==> config.mk <==
export PLATFORM = sky130hd
export DESIGN_NAME = mux_nx1_pipe
export DESIGN_NICKNAME = d
export VERILOG_FILES = /design/src/rtl/mips_dp_pkg.sv /design/src/rtl/dp_skid_buf.sv /design/src/rtl/mux_nx1_pipe.sv
export SDC_FILE = /design/constraint.sdc
export NUM_CORES = 1
export LEC_CHECK = 0
export CAP_MARGIN = 40
export CORE_ASPECT_RATIO = 1.1
export CORE_MARGIN = 3
export CORE_UTILIZATION = 39
export CTS_CLUSTER_SIZE = 30
export DETAILED_ROUTE_END_ITERATION = 8
export PLACE_DENSITY = 0.8
export SYNTH_ARGS = -nofsm -noshare
export SYNTH_HDL_FRONTEND = slang
export SYNTH_HIERARCHICAL = 1
export SYNTH_SLANG_ARGS = --single-unit
==> constraint.sdc <==
create_clock -name clk -period 2.3 [get_ports clk]
set_input_delay 0.46 -clock clk [delete_from_list [all_inputs] [get_ports clk]]
set_output_delay 0.46 -clock clk [all_outputs]
set_load 0.05 [all_outputs]
==> src/rtl/mips_dp_pkg.sv <==
// Shared definitions for the pipelined datapath select stages.
// Contents:
//   buf_state_e : occupancy of the two-entry skid buffer (EMPTY/BUSY/FULL)
//   WORD_W      : native datapath word width
package mips_dp_pkg;

  // Buffer occupancy: EMPTY = no beat, BUSY = main only, FULL = main + skid.
  typedef enum logic [1:0] {
    ST_EMPTY = 2'd0,
    ST_BUSY  = 2'd1,
    ST_FULL  = 2'd2
  } buf_state_e;

  localparam int WORD_W = 32;

endpackage : mips_dp_pkg

==> src/rtl/dp_skid_buf.sv <==
// Two-entry skid buffer with valid/ready on both sides.
// in_ready depends on state only, so there is no combinational path from
// out_ready back to the upstream stage. The head of the buffer is always the
// main register; the skid register only ever refills main, keeping FIFO order.
// Ports:
//   clk, reset              : clock, asynchronous active-high reset
//   flush                   : synchronous drop of all buffered beats
//   in_data/in_valid/in_ready    : upstream handshake, PW-bit payload
//   out_data/out_valid/out_ready : downstream handshake, PW-bit payload
module dp_skid_buf
  import mips_dp_pkg::*;
#(
  parameter int PW = 34
) (
  input  logic          clk,
  input  logic          reset,
  input  logic          flush,
  input  logic [PW-1:0] in_data,
  input  logic          in_valid,
  output logic          in_ready,
  output logic [PW-1:0] out_data,
  output logic          out_valid,
  input  logic          out_ready
);

  buf_state_e    state_q, state_d;
  logic [PW-1:0] main_q, main_d;
  logic [PW-1:0] skid_q, skid_d;
  logic          in_ready_s;
  logic          out_valid_s;
  logic          accept_s;
  logic          pop_s;

  // State and payload registers.
  always_ff @(posedge clk or posedge reset) begin
    if (reset) begin
      state_q <= ST_EMPTY;
      main_q  <= '0;
      skid_q  <= '0;
    end else begin
      state_q <= state_d;
      main_q  <= main_d;
      skid_q  <= skid_d;
    end
  end

  // Next state and next payload; flush wins and discards a same-cycle accept.
  always_comb begin
    state_d  = state_q;
    main_d   = main_q;
    skid_d   = skid_q;
    accept_s = in_valid & in_ready_s;
    pop_s    = out_valid_s & out_ready;
    if (flush) begin
      state_d = ST_EMPTY;
    end else begin
      case (state_q)
        ST_EMPTY: begin
          if (accept_s) begin
            state_d = ST_BUSY;
            main_d  = in_data;
          end else begin
            state_d = ST_EMPTY;
          end
        end
        ST_BUSY: begin
          if (accept_s && pop_s) begin
            main_d = in_data;
          end else if (accept_s) begin
            // Head is stalled: park the new beat behind it.
            state_d = ST_FULL;
            skid_d  = in_data;
          end else if (pop_s) begin
            state_d = ST_EMPTY;
          end else begin
            state_d = ST_BUSY;
          end
        end
        ST_FULL: begin
          // in_ready is low here, so only the head can move.
          if (pop_s) begin
            state_d = ST_BUSY;
            main_d  = skid_q;
          end else begin
            state_d = ST_FULL;
          end
        end
        default: begin
          state_d = ST_EMPTY;
        end
      endcase
    end
  end

  // Handshake outputs decoded from state only.
  always_comb begin
    case (state_q)
      ST_EMPTY: begin
        in_ready_s  = 1'b1;
        out_valid_s = 1'b0;
      end
      ST_BUSY: begin
        in_ready_s  = 1'b1;
        out_valid_s = 1'b1;
      end
      ST_FULL: begin
        in_ready_s  = 1'b0;
        out_valid_s = 1'b1;
      end
      default: begin
        in_ready_s  = 1'b1;
        out_valid_s = 1'b0;
      end
    endcase
  end

  assign in_ready  = in_ready_s;
  assign out_valid = out_valid_s;
  assign out_data  = main_q;

endmodule : dp_skid_buf

==> src/rtl/mux_nx1_pipe.sv <==
// Registered N:1 operand select stage with valid/ready handshake.
// The selected word and the sel value that chose it travel together through
// a two-entry skid buffer. A select index >= N_IN (only reachable when N_IN
// is not a power of two) captures an all-zero word and raises sel_err for
// one cycle after the accept.
// Ports:
//   clk, reset          : clock, asynchronous active-high reset
//   flush               : synchronous drop of all buffered beats
//   in_flat             : N_IN words, word k at [k*WIDTH +: WIDTH]
//   sel                 : index of the word to capture this beat
//   in_valid/in_ready   : upstream handshake
//   out_data/out_sel    : head word and the sel that produced it
//   out_valid/out_ready : downstream handshake
//   sel_err             : pulse, previous cycle accepted an out-of-range sel
module mux_nx1_pipe
  import mips_dp_pkg::*;
#(
  parameter  int WIDTH = WORD_W,
  parameter  int N_IN  = 4,
  localparam int SEL_W = $clog2(N_IN)
) (
  input  logic                  clk,
  input  logic                  reset,
  input  logic                  flush,
  input  logic [N_IN*WIDTH-1:0] in_flat,
  input  logic [SEL_W-1:0]      sel,
  input  logic                  in_valid,
  output logic                  in_ready,
  output logic [WIDTH-1:0]      out_data,
  output logic [SEL_W-1:0]      out_sel,
  output logic                  out_valid,
  input  logic                  out_ready,
  output logic                  sel_err
);

  localparam int              PW       = WIDTH + SEL_W;
  localparam logic [SEL_W:0]  N_IN_EXT = (SEL_W + 1)'(N_IN);

  logic [WIDTH-1:0] word_s;
  logic             in_range_s;
  logic [PW-1:0]    payload_s;
  logic [PW-1:0]    head_s;
  logic             in_ready_s;
  logic             accept_s;
  logic             sel_err_q, sel_err_d;

  // Range check, widened by one bit so N_IN itself is representable.
  always_comb begin
    in_range_s = ({1'b0, sel} < N_IN_EXT);
  end

  // One-hot OR select; an out-of-range index matches nothing and yields zero.
  always_comb begin
    word_s = {WIDTH{1'b0}};
    for (int k = 0; k < N_IN; k++) begin
      word_s = word_s | ((sel == SEL_W'(k)) ? in_flat[k*WIDTH +: WIDTH]
                                            : {WIDTH{1'b0}});
    end
  end

  // Payload and error next-state; a flushed beat never reports an error.
  always_comb begin
    payload_s = {sel, word_s};
    accept_s  = in_valid & in_ready_s;
    if (flush) begin
      sel_err_d = 1'b0;
    end else begin
      sel_err_d = accept_s & ~in_range_s;
    end
  end

  // Error pulse register.
  always_ff @(posedge clk or posedge reset) begin
    if (reset) begin
      sel_err_q <= 1'b0;
    end else begin
      sel_err_q <= sel_err_d;
    end
  end

  dp_skid_buf #(
    .PW (PW)
  ) u_skid (
    .clk       (clk),
    .reset     (reset),
    .flush     (flush),
    .in_data   (payload_s),
    .in_valid  (in_valid),
    .in_ready  (in_ready_s),
    .out_data  (head_s),
    .out_valid (out_valid),
    .out_ready (out_ready)
  );

  assign in_ready = in_ready_s;
  assign out_sel  = head_s[PW-1 -: SEL_W];
  assign out_data = head_s[WIDTH-1:0];
  assign sel_err  = sel_err_q;

endmodule : mux_nx1_pipe
==> After elaboration in Yosys (flattened, before gate mapping) <==
Cells that the tools add are included.
{ "op_classes": {"eq_ne": 9, "n_mux": 17, "bitwise_logic": 7, "reduce_logical": 7} }
{ "op_table": {"columns": ["op", "count"], "rows": [
  ["$mux W32", 4],
  ["$mux W34", 3],
  ["$pmux W34 S3", 1],
  ["$or A32 B32 Y32", 3],
  ["$mux W2", 4],
  ["$eq A2 B2 Y1 const B", 3],
  ["$pmux W2 S3", 1],
  ["$reduce_and A5 Y1", 1],
  ["$eq A2 B1 Y1 const B", 2],
  ["$logic_not A2 Y1", 2],
  ["$mux W1", 4],
  ["$ne A2 B1 Y1 const B", 2],
  ["$reduce_and A4 Y1", 1],
  ["$ne A3 B3 Y1 const B", 1],
  ["$reduce_bool A3 Y1", 1],
  ["$and A1 B1 Y1", 2],
  ["$ne A2 B2 Y1 const B", 1],
  ["$not A1 Y1", 2],
  ["$reduce_or A2 Y1", 1],
  ["$logic_and A1 B1 Y1", 1]
]} }
{ "totals": {"regBits": 70, "inputBits": 135, "out_inout_bits": 37, "elab_cells": 43} }

==> Logic depth before layout (Yosys ltp) <==
Gate-level depths: netlist (run 1).
{ "logic_depth": {"word_depth": 9, "mapped_depth": 8, "mapped_depth_nobuf": 6} }

==> Cells and area by module <==
Netlist (run 1), hierarchy kept.
{ "modules_own_cells": {"columns": ["module", "instances", "cells_each", "area_each_um2", "seq_area_each_um2"], "rows": [
  ["dp_skid_buf", 1, 211, 3285.7, 1751.7],
  ["mux_nx1_pipe", 1, 42, 829.5, 0.0]
]} }

==> Worst setup path before layout (run 1) <==
OpenSTA, ideal clock, no wires.
{ "synth_path": {"path_kind": "register -> register", "startpoint": "register u_skid.state_q[0]", "endpoint": "register u_skid.main_q[0] (netlist: u_skid/out_data[0])", "setup_ps": 125, "arrival_time_ps": 1939, "required_time_ps": 2175, "slack_ps": 236, "stages_incl_launch_ff": 8, "path_buffers": 1, "synth_period_minus_slack_ps": 2064, "path_cell_list": "dfrtp_1 > inv_1 > ha_1 > nand4b_1 > a21oi_1 > o21ai_2 > buf_6 > mux2_4"} }
{ "synth_via": {"elab_chain_cells": 7, "elab_cells_between_ends": 15, "classes_between": "eq/ne (5); mux (3); bitwise (2); reduce/logical (5)"} }
{ "synth_rtl": {"columns": ["element", "line_no", "text"], "rows": [
  ["start: declaration", "dp_skid_buf.sv:26", "buf_state_e state_q, state_d;"],
  ["start signal: assignment", "dp_skid_buf.sv:41", "state_q <= state_d;"],
  ["$eq A2 B1 Y1 / $eq A2 B2 Y1 (equally long branches)", "dp_skid_buf.sv:97", "case (state_q)"],
  ["$reduce_or A2 Y1 (no source line) (*)", null, null],
  ["$mux W1 (*)", "dp_skid_buf.sv:97", null],
  ["via out_valid", "mux_nx1_pipe.sv:31", "output logic out_valid,"],
  ["$and A1 B1 Y1 (*)", "dp_skid_buf.sv:53", "pop_s = out_valid_s & out_ready;"],
  ["$logic_and A1 B1 Y1", "dp_skid_buf.sv:67", "if (accept_s && pop_s) begin"],
  ["$ne A2 B1 Y1 (no source line)", null, null],
  ["$reduce_and A5 Y1 (no source line) (*)", null, null],
  ["end signal: assignment", "dp_skid_buf.sv:42", "main_q <= main_d;"],
  ["end: declaration", "dp_skid_buf.sv:27", "logic [PW-1:0] main_q, main_d;"]
]} }
Mark *: on every way through the listed nets, which the timed path passes. The rest lies on a longest branch.
A chain may end at the register's enable or synchronous reset.

==> Final worst setup path (run 1) <==
{ "layout_path": {"startpoint": "register u_skid.state_q[0]", "endpoint": "output in_ready"} }
{ "layout_via": {"elab_chain_cells": 2} }
{ "layout_rtl": {"columns": ["element", "line_no", "text"], "rows": [
  ["$eq A2 B2 Y1", "dp_skid_buf.sv:97", null],
  ["$mux W1", "dp_skid_buf.sv:97", null],
  ["end: declaration", "mux_nx1_pipe.sv:28", "output logic in_ready,"]
]} }
No other way between the ends.

==> metrics, run 1 <==
Worst path slowest cell=dfrtp_1; vias in the first global route=3232; Reg area=1750 um2; Post-Syn Nets=392; Max Cap Viol=0; Netlist Area Pre-Place=4120 um2; ys async rst share=100%; Util after Layout=61.3%; nets@finish=566; I/O pin cnt=172; H-tree depth=3; Buffers & Inverters on Critical Path=4; f_max=474 MHz; Core Region=10100 um2; largest family of logic cells by synthesized area=multiplexers; PwrDens=895 nW/um2; maximum vdd drop=0.000549 V; syn_area_per_cell=16.3 um2; ANT cells=0; xor/xnor share of the synthesized area=0%; slowest stage delay, CP=0.42 ns; Die ar.=11800 um2; Largest delay share family, worst path=buffers and inverters; postcts setup bufs=0; total power=5.53 mW; Vias=2866; Worst Path Arrival=1.65 ns; PortBufs=170; Synth area leaders=dfrtp_1 43%, mux2_2 20%, mux4_2 16%, mux2_4 11%, buf_12 1.5%; post-route ant nets=0; status=finished clean; initial antenna violation count=0; final setup fails=0; worst-path cell chain=inv_1 -> ha_2 -> buf_4 -> inv_1 -> buf_4; CTS resizes=0; area of the multi-input gates=2180 um2; share of cells above drive strength 1=39.4%; post-synthesis mux area share=48.6%; final hold violation count=0; Detailed Route Iter0 Violations=71; placed insts=556; Crit path required time=1.84 ns; worst hold path type=input port to async pin; leading area contributor after synthesis=dfrtp_1; Overflow after GRT=0; Seq/Total Area, Yosys=42.6%; Yosys warning count=6; Fin Clk Skew=0.0133 ns; Vias per Instance=5.01; CTS tree=done; Total Routing Usage GR=17.2%; Synth Area in Adders=1.22%; largest net degree at the start of global routing=35; initial cell density of the core=40.8%; area grow syn2layout=50.1%; clk root buf=clkbuf_8; CP startpoint kind=flop; relative slew slack=62.0%; Synth Register Bits=70; final worst-path cycle share=91.7%; wire length per cell=17.4 um; worst-skew pair later-pin latency=0.34 ns; Post-Synthesis Cells=253; Non-Filler Instances=572; Die Ht=114 um; critical path capture point type=primary output; Unique masters post-synth=29; total wire length=9.95 mm; Synth Area in Compound Gates=1.03%; ranking of synthesized cells by instance count=73 x mux2_2, 70 x dfrtp_1, 30 x mux2_4, 30 x mux4_2, 6 x buf_2; WS Path Type=flop to primary output; Post-Synth Simple-Gate Area=1.82%; Yosys top cell area share=42.6%; TritonCTS Buffers=9; RSZ-0062 raised after global routing=no; P_leak=2.55 nW; First-pass DRT Iterations=4; Row Count=38; Hold-fix buffers, CTS=0; # DRC=0; Post-DP Area=5980 um2; worst-case clock buffer depth=2; # fillers=786; Final Slew Violations=0; first-pass GRT wire length=16.2 mm; Top FF cell, synth=dfrtp_1; fin area=6180 um2; CP Max Fanout=21; setup_tns=0 ns; Slew @ Worst Pin=0.569 ns; dpl hpwl=7.71 mm; Clk pin slew, worst setup/hold paths=0.08 ns; final RePlAce weighted congestion=0.709; CTS sink cnt=70; die width=104 um; most frequent cell after synthesis=mux2_2; number of flops mapped to enable cells by yosys=0; fin crit period=2.11 ns
registers in the layout, indices dropped and copies added (netlist names):
| register | flops |
|---|---|
| u_skid/state_q | 2 |
| u_skid/skid_q | 34 |
| u_skid/out_data | 34 |
final cells by class:
type                       instances  area share [%]
clock inverter                     7            1.20
timing repair buffer             182            30.0
multi-input combinational        159            35.3
tap                              140            2.84
inverter                           5           0.304
clock buffer                       9            2.01
sequential                        70            28.4
stage by stage:
step	worst slack (ns)	hold slack [ns]
6_report	0.190	0.488
5_1_grt	0.0988	0.518
4_1_cts	0.150	0.484
3_5_place_dp	0.135	0.489
3_3_place_gp	0.196	0.481
2_1_floorplan	0.0718	0.474
kinds of logic (layout without fill, tap and decap cells):
group	Yosys count	count (layout)
AO/OA/AOI/OAI	7	7
adder cells (fa/ha/maj)	4	4
buffers and inverters	24	203
flip-flops	70	70
multiplexers	135	135
other	1	1
AND/OR/NAND/NOR	12	12
worst paths after layout:
kind / startpoint / end / slack (ns) / cells past startpoint
max in group asynchronous: reset / u_skid/out_data[30] / 1.26 / 3
worst min register to register: u_skid/skid_q[20] / u_skid/skid_q[20] / 0.50 / 1
min in group clk: u_skid/skid_q[20] / u_skid/skid_q[20] / 0.50 / 1
worst max-delay path: u_skid/state_q[0] / in_ready / 0.19 / 5
worst max register to register: u_skid/state_q[0] / u_skid/out_data[17] / 0.33 / 7
worst min-delay path: reset / u_skid/out_data[15] / 0.49 / 2
placed cells by master (no fill, tap or decap), types with 3 or more instances in the layout:
cell type	netlist	layout
dfrtp_1	70	70
mux2_4	30	30
buf_4	4	8
mux2_2	73	73
clkbuf_8	0	9
inv_1	5	4
buf_12	3	6
ha_1	4	3
clkdlybuf4s50_1	0	166
mux4_2	30	30
a21oi_1	3	3
routing by layer:
| metal | up-vias | GRT usage, % | part of all wire (%) |
|---|---|---|---|
| met1 | 1426 | 20.4 | 40 |
| met3 | 13 | 5.49 | 7.7 |
| met2 | 119 | 29.8 | 51 |
| li1 | 1308 | - | - |
| met5 | - | 0 | 0 |
| met4 | 0 | 6.03 | 1.4 |
power breakdown:
| group | total [mW] | switching [mW] | internal [mW] | leakage, nW |
|---|---|---|---|---|
| Clock | 0.971 | 0.467 | 0.504 | 0.0996 |
| Sequential | 2.00 | 0.262 | 1.74 | 0.838 |
| Combinational | 2.56 | 1.29 | 1.27 | 1.62 |
worst reg2reg max path, delay by kind of cell, from the launching register on:
kind	cells	cell delay (ns)
flip-flops	1	0.40
AO/OA/AOI/OAI	2	0.35
adder cells (fa/ha/maj)	1	0.34
multiplexers	1	0.33
buffers and inverters	2	0.31
AND/OR/NAND/NOR	1	0.12
Note: power is estimated with default switching activity, not from simulation.
==> inputs of run 2 (changes only) <==
--- a/config.mk
+++ b/config.mk
@@ -12,6 +12,7 @@
 export CTS_CLUSTER_SIZE = 30
 export DETAILED_ROUTE_END_ITERATION = 8
 export PLACE_DENSITY = 0.8
+export SLEW_MARGIN = 20
 export SYNTH_ARGS = -nofsm -noshare
 export SYNTH_HDL_FRONTEND = slang
 export SYNTH_HIERARCHICAL = 1
==> results of run 2 <==
The final DEF is identical to that of run 1; final timing and power are the same.
